<file path="src/rtl/alu_muldiv_seq_pkg.sv">
// +----------------------------------------------------------------------------+
// | Module  : alu_pkg                                                          |
// | Brief   : Shared op encodings, FSM state codes and width default for the   |
// |           RV32M multiply/divide unit.                                      |
// | Revision: 1.0  initial release                                             |
// +----------------------------------------------------------------------------+
`default_nettype none

package alu_pkg;

  localparam int c_xlen = 32;

  typedef logic [2:0] md_op_t;

  // funct3 encodings of the M extension
  localparam md_op_t MD_MUL    = 3'd0;
  localparam md_op_t MD_MULH   = 3'd1;
  localparam md_op_t MD_MULHSU = 3'd2;
  localparam md_op_t MD_MULHU  = 3'd3;
  localparam md_op_t MD_DIV    = 3'd4;
  localparam md_op_t MD_DIVU   = 3'd5;
  localparam md_op_t MD_REM    = 3'd6;
  localparam md_op_t MD_REMU   = 3'd7;

  // FSM state codes
  localparam logic [2:0] c_st_idle  = 3'd0;
  localparam logic [2:0] c_st_mul   = 3'd1;
  localparam logic [2:0] c_st_div   = 3'd2;
  localparam logic [2:0] c_st_fixup = 3'd3;
  localparam logic [2:0] c_st_done  = 3'd4;

  // rs1 is treated as signed for these ops
  function automatic logic op_signed_a(input md_op_t op);
    return (op == MD_MULH) || (op == MD_MULHSU) || (op == MD_DIV) || (op == MD_REM);
  endfunction

  // rs2 is treated as signed for these ops
  function automatic logic op_signed_b(input md_op_t op);
    return (op == MD_MULH) || (op == MD_DIV) || (op == MD_REM);
  endfunction

endpackage

`default_nettype wire

</file>
<file path="src/rtl/alu_muldiv_seq_if.sv">
// +----------------------------------------------------------------------------+
// | Module  : alu_muldiv_seq_if                                                |
// | Brief   : Request/result bundle between the issue stage and the mul/div    |
// |           unit.                                                            |
// | Revision: 1.0  initial release                                             |
// +----------------------------------------------------------------------------+
`default_nettype none

interface alu_muldiv_seq_if #(
  parameter int XLEN = 32
);
  logic            start;
  logic [2:0]      op;
  logic [XLEN-1:0] a;
  logic [XLEN-1:0] b;
  logic            flush;
  logic            busy;
  logic            valid;
  logic [XLEN-1:0] result;

  modport master (
    output start, op, a, b, flush,
    input  busy, valid, result
  );

  modport slave (
    input  start, op, a, b, flush,
    output busy, valid, result
  );
endinterface

`default_nettype wire

</file>
<file path="src/rtl/alu_muldiv_seq_sign_fix.sv">
// +----------------------------------------------------------------------------+
// | Module  : muldiv_sign_fix                                                  |
// | Brief   : Applies operand signs to the unsigned magnitude result of the    |
// |           iterative datapath and selects the architectural result word.    |
// | Revision: 1.0  initial release                                             |
// +----------------------------------------------------------------------------+
`default_nettype none

module muldiv_sign_fix
  import alu_pkg::*;
#(
  parameter int XLEN = c_xlen
) (
  input  logic [2:0]        i_op,
  input  logic [2*XLEN-1:0] i_acc,     // product, or {remainder, quotient}
  input  logic              i_sign_a,
  input  logic              i_sign_b,
  output logic [XLEN-1:0]   o_result
);

  logic [2*XLEN-1:0] w_prod;
  logic [XLEN-1:0]   w_quot;
  logic [XLEN-1:0]   w_rem;

  assign w_prod = (i_sign_a ^ i_sign_b) ? -i_acc : i_acc;
  assign w_quot = (i_sign_a ^ i_sign_b) ? -i_acc[XLEN-1:0] : i_acc[XLEN-1:0];
  // Remainder takes the sign of the dividend only
  assign w_rem  = i_sign_a ? -i_acc[2*XLEN-1:XLEN] : i_acc[2*XLEN-1:XLEN];

  // Pick the word the op architecturally returns
  always_comb begin
    o_result = w_rem;
    case (i_op)
      MD_MUL:                        o_result = w_prod[XLEN-1:0];
      MD_MULH, MD_MULHSU, MD_MULHU:  o_result = w_prod[2*XLEN-1:XLEN];
      MD_DIV, MD_DIVU:               o_result = w_quot;
      default:                       o_result = w_rem;
    endcase
  end

endmodule

`default_nettype wire

</file>
<file path="src/rtl/alu_muldiv_seq.sv">
// +----------------------------------------------------------------------------+
// | Module  : alu_muldiv_seq                                                   |
// | Brief   : Multi-cycle RV32M multiply/divide unit, radix-2 (1 bit/cycle).   |
// |           Unsigned magnitudes iterate in MUL/DIV, signs are applied in     |
// |           FIXUP, result is presented for one cycle in DONE.                |
// |           Optional macro MULDIV_FAST_MUL_EN: single-cycle multiply at      |
// |           accept; divides stay iterative.                                  |
// | Revision: 1.0  initial release                                             |
// +----------------------------------------------------------------------------+
`default_nettype none

module alu_muldiv_seq
  import alu_pkg::*;
#(
  parameter int XLEN = c_xlen
) (
  input  logic           clk,
  input  logic           rst_n,
  alu_muldiv_seq_if.slave md
);

  localparam int CW = $clog2(XLEN) + 1;

  logic [2:0]        r_state;
  logic [2:0]        r_op;
  logic [CW-1:0]     r_cnt;
  logic              r_sign_a;
  logic              r_sign_b;
  logic [2*XLEN-1:0] r_acc;     // mul: {partial, multiplier}; div: {remainder, quotient}
  logic [XLEN-1:0]   r_dvs;     // multiplicand or divisor magnitude
  logic [XLEN-1:0]   r_result;

  logic              w_sa;
  logic              w_sb;
  logic [XLEN-1:0]   w_mag_a;
  logic [XLEN-1:0]   w_mag_b;
  logic              w_b_zero;
  logic              w_ovf;
  logic              w_special;
  logic [XLEN-1:0]   w_special_res;
  logic [XLEN:0]     w_mul_sum;
  logic [2*XLEN-1:0] w_mul_next;
  logic [XLEN:0]     w_div_sh;
  logic [XLEN:0]     w_div_diff;
  logic [2*XLEN-1:0] w_div_next;
  logic              w_last;
  logic [XLEN-1:0]   w_fix_res;

  // Operand signs and magnitudes formed from the request as presented
  assign w_sa    = op_signed_a(md.op) & md.a[XLEN-1];
  assign w_sb    = op_signed_b(md.op) & md.b[XLEN-1];
  assign w_mag_a = w_sa ? -md.a : md.a;
  assign w_mag_b = w_sb ? -md.b : md.b;

  // Divide corner cases that complete without iterating
  assign w_b_zero  = (md.b == '0);
  assign w_ovf     = ((md.op == MD_DIV) || (md.op == MD_REM)) &&
                     (md.a == {1'b1, {(XLEN-1){1'b0}}}) && (&md.b);
  assign w_special = md.op[2] && (w_b_zero || w_ovf);
  // op[1] distinguishes REM* from DIV*
  assign w_special_res = w_b_zero ? (md.op[1] ? md.a : '1)
                                  : (md.op[1] ? '0   : md.a);

  // Shift-add step: add multiplicand into the high half when multiplier LSB is set
  assign w_mul_sum  = {1'b0, r_acc[2*XLEN-1:XLEN]} + (r_acc[0] ? {1'b0, r_dvs} : '0);
  assign w_mul_next = {w_mul_sum, r_acc[XLEN-1:1]};

  // Restoring divide step: shift in next dividend bit, subtract if it fits
  assign w_div_sh   = r_acc[2*XLEN-1:XLEN-1];
  assign w_div_diff = w_div_sh - {1'b0, r_dvs};
  assign w_div_next = w_div_diff[XLEN] ? {w_div_sh[XLEN-1:0],   r_acc[XLEN-2:0], 1'b0}
                                       : {w_div_diff[XLEN-1:0], r_acc[XLEN-2:0], 1'b1};

  assign w_last = (r_cnt == CW'(XLEN - 1));

  muldiv_sign_fix #(.XLEN(XLEN)) u_sign_fix (
    .i_op     (r_op),
    .i_acc    (r_acc),
    .i_sign_a (r_sign_a),
    .i_sign_b (r_sign_b),
    .o_result (w_fix_res)
  );

`ifdef MULDIV_FAST_MUL_EN
  logic signed [XLEN:0]     w_fa;
  logic signed [XLEN:0]     w_fb;
  logic signed [2*XLEN+1:0] w_fprod;
  logic [XLEN-1:0]          w_fast_res;
  logic                     w_unused_fprod;

  // Sign-extend by one bit so a single signed multiply covers all MUL variants
  assign w_fa           = {w_sa, md.a};
  assign w_fb           = {w_sb, md.b};
  assign w_fprod        = w_fa * w_fb;
  assign w_fast_res     = (md.op == MD_MUL) ? w_fprod[XLEN-1:0] : w_fprod[2*XLEN-1:XLEN];
  assign w_unused_fprod = ^w_fprod[2*XLEN+1:2*XLEN];
`endif

  // Control FSM and iterative datapath
  always_ff @(posedge clk or negedge rst_n) begin
    if (!rst_n) begin
      r_state  <= c_st_idle;
      r_op     <= '0;
      r_cnt    <= '0;
      r_sign_a <= 1'b0;
      r_sign_b <= 1'b0;
      r_acc    <= '0;
      r_dvs    <= '0;
      r_result <= '0;
    end else if (md.flush) begin
      r_state <= c_st_idle;
    end else begin
      case (r_state)
        c_st_idle, c_st_done: begin
          if (md.start) begin
            r_op     <= md.op;
            r_sign_a <= w_sa;
            r_sign_b <= w_sb;
            r_cnt    <= '0;
            r_acc    <= {{XLEN{1'b0}}, w_mag_a};
            r_dvs    <= w_mag_b;
            if (w_special) begin
              r_result <= w_special_res;
              r_state  <= c_st_done;
            end
`ifdef MULDIV_FAST_MUL_EN
            else if (!md.op[2]) begin
              r_result <= w_fast_res;
              r_state  <= c_st_done;
            end
`endif
            else begin
              r_state <= md.op[2] ? c_st_div : c_st_mul;
            end
          end else begin
            r_state <= c_st_idle;
          end
        end
        c_st_mul: begin
          r_acc <= w_mul_next;
          r_cnt <= r_cnt + CW'(1);
          if (w_last) r_state <= c_st_fixup;
        end
        c_st_div: begin
          r_acc <= w_div_next;
          r_cnt <= r_cnt + CW'(1);
          if (w_last) r_state <= c_st_fixup;
        end
        c_st_fixup: begin
          r_result <= w_fix_res;
          r_state  <= c_st_done;
        end
        default: r_state <= c_st_idle;
      endcase
    end
  end

  assign md.busy   = (r_state == c_st_mul) || (r_state == c_st_div) || (r_state == c_st_fixup);
  assign md.valid  = (r_state == c_st_done);
  assign md.result = r_result;

endmodule

`default_nettype wire
</file>
<file path="src/flat_wrapper.sv">
// flat-port wrapper written by rule: the top's interface ports become plain ports
module alu_muldiv_seq_flat import alu_pkg::*;
#(
  parameter int XLEN = c_xlen
)
  (clk, rst_n, md_start, md_op, md_a, md_b, md_flush, md_busy, md_valid, md_result);
  alu_muldiv_seq_if #(.XLEN(XLEN)) md_i ();
  input  logic clk;
  input  logic rst_n;
  input wire logic [$bits(md_i.start)-1:0] md_start;
  input wire logic [$bits(md_i.op)-1:0] md_op;
  input wire logic [$bits(md_i.a)-1:0] md_a;
  input wire logic [$bits(md_i.b)-1:0] md_b;
  input wire logic [$bits(md_i.flush)-1:0] md_flush;
  output wire logic [$bits(md_i.busy)-1:0] md_busy;
  output wire logic [$bits(md_i.valid)-1:0] md_valid;
  output wire logic [$bits(md_i.result)-1:0] md_result;
  assign md_i.start = md_start;
  assign md_i.op = md_op;
  assign md_i.a = md_a;
  assign md_i.b = md_b;
  assign md_i.flush = md_flush;
  assign md_busy = md_i.busy;
  assign md_valid = md_i.valid;
  assign md_result = md_i.result;
  alu_muldiv_seq #(.XLEN(XLEN)) u_core (.clk(clk), .rst_n(rst_n), .md(md_i));
endmodule
</file>
<file path="config.mk">
export PLATFORM = sky130hd
export DESIGN_NAME = alu_muldiv_seq_flat
export DESIGN_NICKNAME = d
export VERILOG_FILES = /design/src/rtl/alu_muldiv_seq_pkg.sv /design/src/rtl/alu_muldiv_seq_if.sv /design/src/rtl/alu_muldiv_seq_sign_fix.sv /design/src/rtl/alu_muldiv_seq.sv /design/src/flat_wrapper.sv
export SDC_FILE = /design/constraint.sdc
export NUM_CORES = 1
export LEC_CHECK = 0
export CORE_MARGIN = 10
export CORE_UTILIZATION = 66
export CTS_CLUSTER_DIAMETER = 40
export CTS_CLUSTER_SIZE = 8
export DETAILED_ROUTE_END_ITERATION = 8
export PLACE_DENSITY = 0.95
export SLEW_MARGIN = 20
export SYNTH_ARGS = -nofsm -noshare
export SYNTH_HDL_FRONTEND = slang
export SYNTH_HIERARCHICAL = 1
export SYNTH_SLANG_ARGS = --single-unit
</file>
<file path="constraint.sdc">
create_clock -name clk -period 9.4 [get_ports clk]
set_input_delay 1.88 -clock clk [delete_from_list [all_inputs] [get_ports clk]]
set_output_delay 1.88 -clock clk [all_outputs]
set_load 0.1 [all_outputs]
</file>
==> impl_results.md <==
* Hold Vio Cnt, Final at 0
* Leak pwr at 0.007019 uW
* CP delay by family, top: simple AND/OR/NAND/NOR gates
* Critical path type: input port to flop
* Worst min-delay path class: flop to flop
* Core Region at 22,780 um^2
* Global route overflow at 0
* CP Buf/Inv Count at 2
* CP startpoint: md_b[15]
* Fin crit period at 5.837 ns
* Crit Path Max Fanout at 55
* Crit path required time at 9.72 ns
* Unique masters post-synth at 97
* Mapped Cells at 2,031
* Achievable Freq at 171.3 MHz
* GRT Total Usage at 35.94%
* Pwr/cell area at 426.6 nW/um^2
* Die Y-Extent at 172.5 um
* Max clock buf depth at 2
* Clk Latency, worst-skew pair at 0.44 ns
* Die area at 29,740 um^2
* Largest net degree at the start of global routing at 73
* Die span in x at 172.5 um
* CP max-delay cell: and4b_2
* DR vias/cell at 7.043
* Layout cells sized above 1 at 6.505%
* IO Count at 105
* Async SR Flop Fraction at 100.0%
* CTS Hold Bufs at 0
* Worst Setup End Kind: flop
* Dpl hpwl at 40,090 um
* Max cap viols at 0
* Number of synthesized flops with an enable pin at 0
* Max VDD drop at 0.3307 mV
* Seq pwr share at 19.9%
* Critical Path, Cell by Cell: clkdlybuf4s50_1, or4_4, nor4_4, nor4b_4, and4b_2, inv_4, o31ai_4, a21oi_2, nor2_8, mux2_2
* Status: finished, final reports clean
* Main area contributors after synthesis: dfrtp_1 23%, nand2_1 7.0%, o21ai_0 6.9%
* Row count at 55
* Root buf cell: clkbuf_16
* Input/output buffers at 104
* NetSw at 4046 uW
* Non-filler cells in the finished layout at 2,376
* P_int at 3211 uW
* Unrepaired setup endpoints after global routing: no
* Total CTS buffers at 17
* DRC at 0
* Sw frac at 55.75%
* Effective utilization at floorplan at 67.35%
* Number of global-route vias before repair at 15,514
* Layout area overhead at 10.89%
* Slew Limit Headroom at 23.05%
* Syn. warnings at 6
* CTS resizes at 0
* Post-Syn Area per Cell at 7.553 um^2
* Final setup viols at 0
* Cells after DPL at 2,341
* Critical Path Start Type: input port
* Top-count cell post-synth: nand2_1
* Critical path depth at 10
* Register area share after synthesis at 23.16%
* Clock share of power at 10.3%
* Clk sinks at 142
* Synth cell count leaders: 288 x nand2_1, 211 x o21ai_0, 151 x a21oi_1
* Post-synth top flop: dfrtp_1
* Worst r2r dst: u_core/r_acc[33]$_DFFE_PN0P_
* Yosys top cell area share at 23.16%
* Max Slew Vio Count at 0
* Post-CTS Setup Inserts at 0
* Fin crit share at 62.09%
* Crit path largest cell delay at 0.94 ns
* Power share of the combinational group at 69.8%
* Vias post-DR at 16,733
* CP endpoint: u_core/md.result[0]$_DFFE_PN0P_
* Antenna Nets Post-Route at 0
* Reg2Reg Launch Point: u_core/r_acc[31]$_DFFE_PN0P_
* Top cell type by total area after synthesis: dfrtp_1
* Setup_tns at 0 ns
* H-tree levels at 4
* # nets final at 2,191
* Cell Area, Synth at 15,340 um^2
* Starting DRT DRC Count at 2,632
* Total Wirelength at 54,750 um
* R2R depth at 14
* Routed wire length per instance at 23.04 um
* CTS tree: done
* Worst Max-Slew Pin Slew at 1.154 ns
* GP Congestion at 0.9961
* Synth Net Count at 2,174
* CTS clk-pin slew, worst paths at 0.07 ns
* Clock Skew at 0.01683 ns
* Synth Register Bits at 142
* First-pass GRT wire length at 85,000 um
* Filler cells at 1,753
* Worst endpoint data arrival time at 6.15 ns
* Initial antenna violation count at 1
* Drt pass-1 iters at 8
* Worst reg2reg setup slack at 4.46 ns
[cells in the final DEF (no fill, tap or decap), drive strengths merged, types with 13 or more instances in the layout]
master and instances:
nor3 50, xor2 69, nand2b 17, nor4 22
o211ai 17, a22oi 16, and2 43, a21oi 152
nand2 288, a31oi 36, o31ai 17, nor2 146
a211oi 13, nand3 35, buf 19, a21o 26
or3 13, clkdlybuf4s50 103, inv 83, a221oi 41
mux2 36, o21ai 214, o21a 16, or4 20
nor2b 13, dfrtp 142, mux2i 33, ha 70
o221ai 21, clkbuf 19, nand4 27, xnor2 102
[per-stage QoR]
stage               area, um^2  util [%]  total power [uW]  hold slack, ns  setup WS, ns
floorplan                15340         -              4964          0.4438         5.123
global placement         16370     71.88              6165          0.4806         3.299
detailed placement       16370     71.88              6291          0.4916         2.984
CTS                      16990     74.58              7063          0.5129         3.442
global route             17000     74.65              7666          0.5362         3.358
finish                   17010     74.68              7258          0.5079         3.563
[kinds of logic (layout without fill, tap and decap cells)]
kind of cell,count (synthesis),in the layout,synth area share [%]
and+or+nand+nor,731,731,23.50
AOI/OAI and AO/OA,641,641,26.30
buffers and inverters,202,231,5.603
xor gates and xnor gates,171,171,9.763
DFF,142,142,23.16
adders and majority gates,75,75,6.166
muxes,69,69,5.505
other,0,3,0
[final cells by class]
class | instances | area, um^2 | share of cell area [%]
multi-input combinational | 1687 | 10970 | 64.47
sequential | 142 | 3553 | 20.89
timing repair buffer | 123 | 1185 | 6.965
clock buffer | 18 | 439.2 | 2.582
tap | 313 | 391.6 | 2.302
inverter | 77 | 291.5 | 1.714
clock inverter | 13 | 176.4 | 1.037
antenna | 3 | 7.507 | 0.04413
[per-layer routing]
metal  part of all wire [%]  track usage [%]
met1                     40            47.82
met2                     43            53.65
met3                     12            9.280
met4                    4.7            16.04
met5                  0.060                0
[how the worst min path moves through the flow]
stage,start,end,slack (ns),cells past startpoint
final,u_core/r_dvs[28]$_DFFE_PN0P_,u_core/r_dvs[28]$_DFFE_PN0P_,0.51,2
after global routing,u_core/md.result[8]$_DFFE_PN0P_,u_core/md.result[8]$_DFFE_PN0P_,0.54,1
after CTS,u_core/r_dvs[28]$_DFFE_PN0P_,u_core/r_dvs[28]$_DFFE_PN0P_,0.51,2
after detailed placement,u_core/md.result[25]$_DFFE_PN0P_,u_core/md.result[25]$_DFFE_PN0P_,0.49,1
after global placement,u_core/r_dvs[27]$_DFFE_PN0P_,u_core/r_dvs[27]$_DFFE_PN0P_,0.48,2
after floorplan,u_core/r_op[2]$_DFFE_PN0P_,u_core/r_op[2]$_DFFE_PN0P_,0.44,2
[worst min-delay path, cell delays in order (launching register included)]
cell and delay (ns):
dfrtp_1 0.36, nand2_1 0.05, o21ai_0 0.06
[state kept, by name, summed over array words and instances, names as in the netlist]
register and cells:
u_core/r_sign_a 1, u_core/r_sign_b 1, u_core/r_cnt 6, u_core/r_acc 64, u_core/r_op 3, u_core/r_state 3, u_core/md.result 32, u_core/r_dvs 32
[power groups by stage]
stage	registers [uW]	clock network (uW)	logic, uW
final	1450	744	5070
after global routing	1470	767	5430
after CTS	1410	740	4920
after detailed placement	1410	0	4880
after global placement	1400	0	4770
after floorplan	1580	0	3390
(Power assumes the default switching activity.)
==> patch, RTL diff (config.mk and constraints unchanged) <==
The package constant `c_xlen` goes from 32 to 16.
--- a/src/rtl/alu_muldiv_seq_pkg.sv
+++ b/src/rtl/alu_muldiv_seq_pkg.sv
@@ -10,3 +10,3 @@
 
-  localparam int c_xlen = 32;
+  localparam int c_xlen = 16;
 
Interface: changed (resized md_a, md_b and md_result); port bits go from 105 to 57. No check against the original RTL was run, so the function may have changed too.
==> patch against the original RTL <==
The flow now finishes with violations (DRC); worst hold slack worse by 0.013 ns; final area down 51%; critical path depth stayed put; routed wire length fell by 56%; via count down 53%; worst setup slack gained 1.1 ns; sequential power fell by 58%; synthesized area is 51% lower; register-to-register slack better by 1.4 ns; critical path type unchanged; combinational power shrank 73%; power decreased by 68%; sequential cell count is 65 lower.
==> patch: results (changes against the original RTL) <==
stage	metric	value	unit	change
worst_setup_path	worst-path fanout max	17		was 55
yosys	syn_nets	1026		was 2,174
yosys	Synth Area in XOR/XNOR	9.48	%	was 9.76%
timing	Worst-Margin Slew	1.16	ns	was 1.15 ns
yosys	Synth Warn #	6		unchanged
global_route	GR Util met2	45.2	%	was 53.7%
run_status	failing checks	DRC		
routing	final wirelength	24000	microns	was 54,800 microns
placed_design	routability cong.	0.943		was 0.996
placed_design	Placement Cell Area	8080	sq um	was 16,400 sq um
global_route	first-pass GRT wire length	38700	microns	was 85,000 microns
worst_setup_path	CP max stage delay	0.71	ns	was 0.94 ns
placed_design	pre-CTS setup slack	4.52	ns	was 2.98 ns
routing	Via density	7.00		was 7.04
global_route	Total GRT Usage	28.7	%	was 35.9%
routing	starting DRC count in detailed routing	1137		was 2,632
pwr	Net Sw Frac	47.8	%	was 55.8%
pwr	total chip power	2.36	mW	was 7.26 mW
yosys	Synth Area in Adders	8.93	%	was 6.17%
placed_design	IO buf count	56		was 104
global_route	largest net degree at the start of global routing	78		was 73
clock_tree	H-Tree Depth	3		was 4
global_route	vias in the first global route	7471		was 15,514
routing	WL met3	3240	microns	was 6660 microns
pwr	Leak Pwr	3.56	nW	was 7.02 nW
worst_setup_path	slowest cell on the critical path	or3_1		was and4b_2
global_route	grt met3 use	7.25	%	was 9.28%
clock_tree	Clock transition at path regs	0.06	ns	
routing	drt drc	1		was 0
routing	drt wl/cell	21.4	microns	was 23.0 microns
final_layout	layout cell share with drive strength beyond 1	6.85	%	was 6.50%
final_layout	diode count	0		was 3
yosys	multiplexer share of the synthesized area	4.68	%	was 5.51%
pwr	part of the power in combinational logic	57.1	%	was 69.8%
run_status	outcome	finished, violations left		was finished, final reports clean
worst_setup_path	Worst EP arrival	4.97	ns	was 6.15 ns
clock_tree	root buf cell	clkbuf_16		unchanged
final_layout	max reg flops	32		was 64
pwr	VDD IR-drop max	172	uV	was 331 uV
placed_design	hpwl dp	16000	microns	was 40,100 microns
global_route	initial antenna violation count	0		was 1
routing	wl on met1	8720	microns	was 21,900 microns
final_layout	Syn-to-layout area delta	12.5	%	was 10.9%
clock_tree	clk_lat worst skew	0.35	ns	was 0.44 ns
global_route	GRT met1 Usage	35.8	%	was 47.8%
yosys	Compound-Gate Fraction of Synth Area	23.9	%	was 26.3%
timing	skew final	0.0109	ns	was 0.0168 ns
routing	TritonRoute pass-1 iters	9		was 8
yosys	top post-synthesis cells by count	nand2_1, o21ai_0, nor2_1		was nand2_1, o21ai_0, a21oi_1
yosys	synth unique cells	75		was 97
routing	Met2 Wirelength	10700	microns	was 23,500 microns
clock_tree	CTS buffer count	9		was 17
final_layout	Top reg by flops	u_core/r_acc		unchanged
final_layout	fillers	653		was 1,753
yosys	Synth area leaders	dfrtp_1, ha_1, xnor2_1		was dfrtp_1, nand2_1, o21ai_0
## patch: final timing paths
kind | depth (start not counted) | endpoint | from | slack, ns
max in group asynchronous | 1 | u_core/r_acc[5]$_DFFE_PN0P_ | rst_n | 7.06
hold / removal | 1 | u_core/md.result[9]$_DFFE_PN0P_ | u_core/md.result[9]$_DFFE_PN0P_ | 0.49
setup reg to reg | 13 | u_core/r_acc[20]$_DFFE_PN0P_ | u_core/r_acc[15]$_DFFE_PN0P_ | 5.84
hold reg to reg | 1 | u_core/md.result[9]$_DFFE_PN0P_ | u_core/md.result[9]$_DFFE_PN0P_ | 0.49
min in group asynchronous | 1 | u_core/r_dvs[0]$_DFFE_PN0P_ | rst_n | 1.70
setup / recovery | 10 | u_core/md.result[13]$_DFFE_PN0P_ | md_b[0] | 4.65
## patch: final cells by class
cell class,instances,area share (%)
Clock buffer,10,2.72
Sequential cell,77,22.9
Tap cell,140,2.08
Inverter,50,2.23
Timing Repair Buffer,64,7.34
Multi-Input combinational cell,771,61.4
Clock inverter,6,1.32
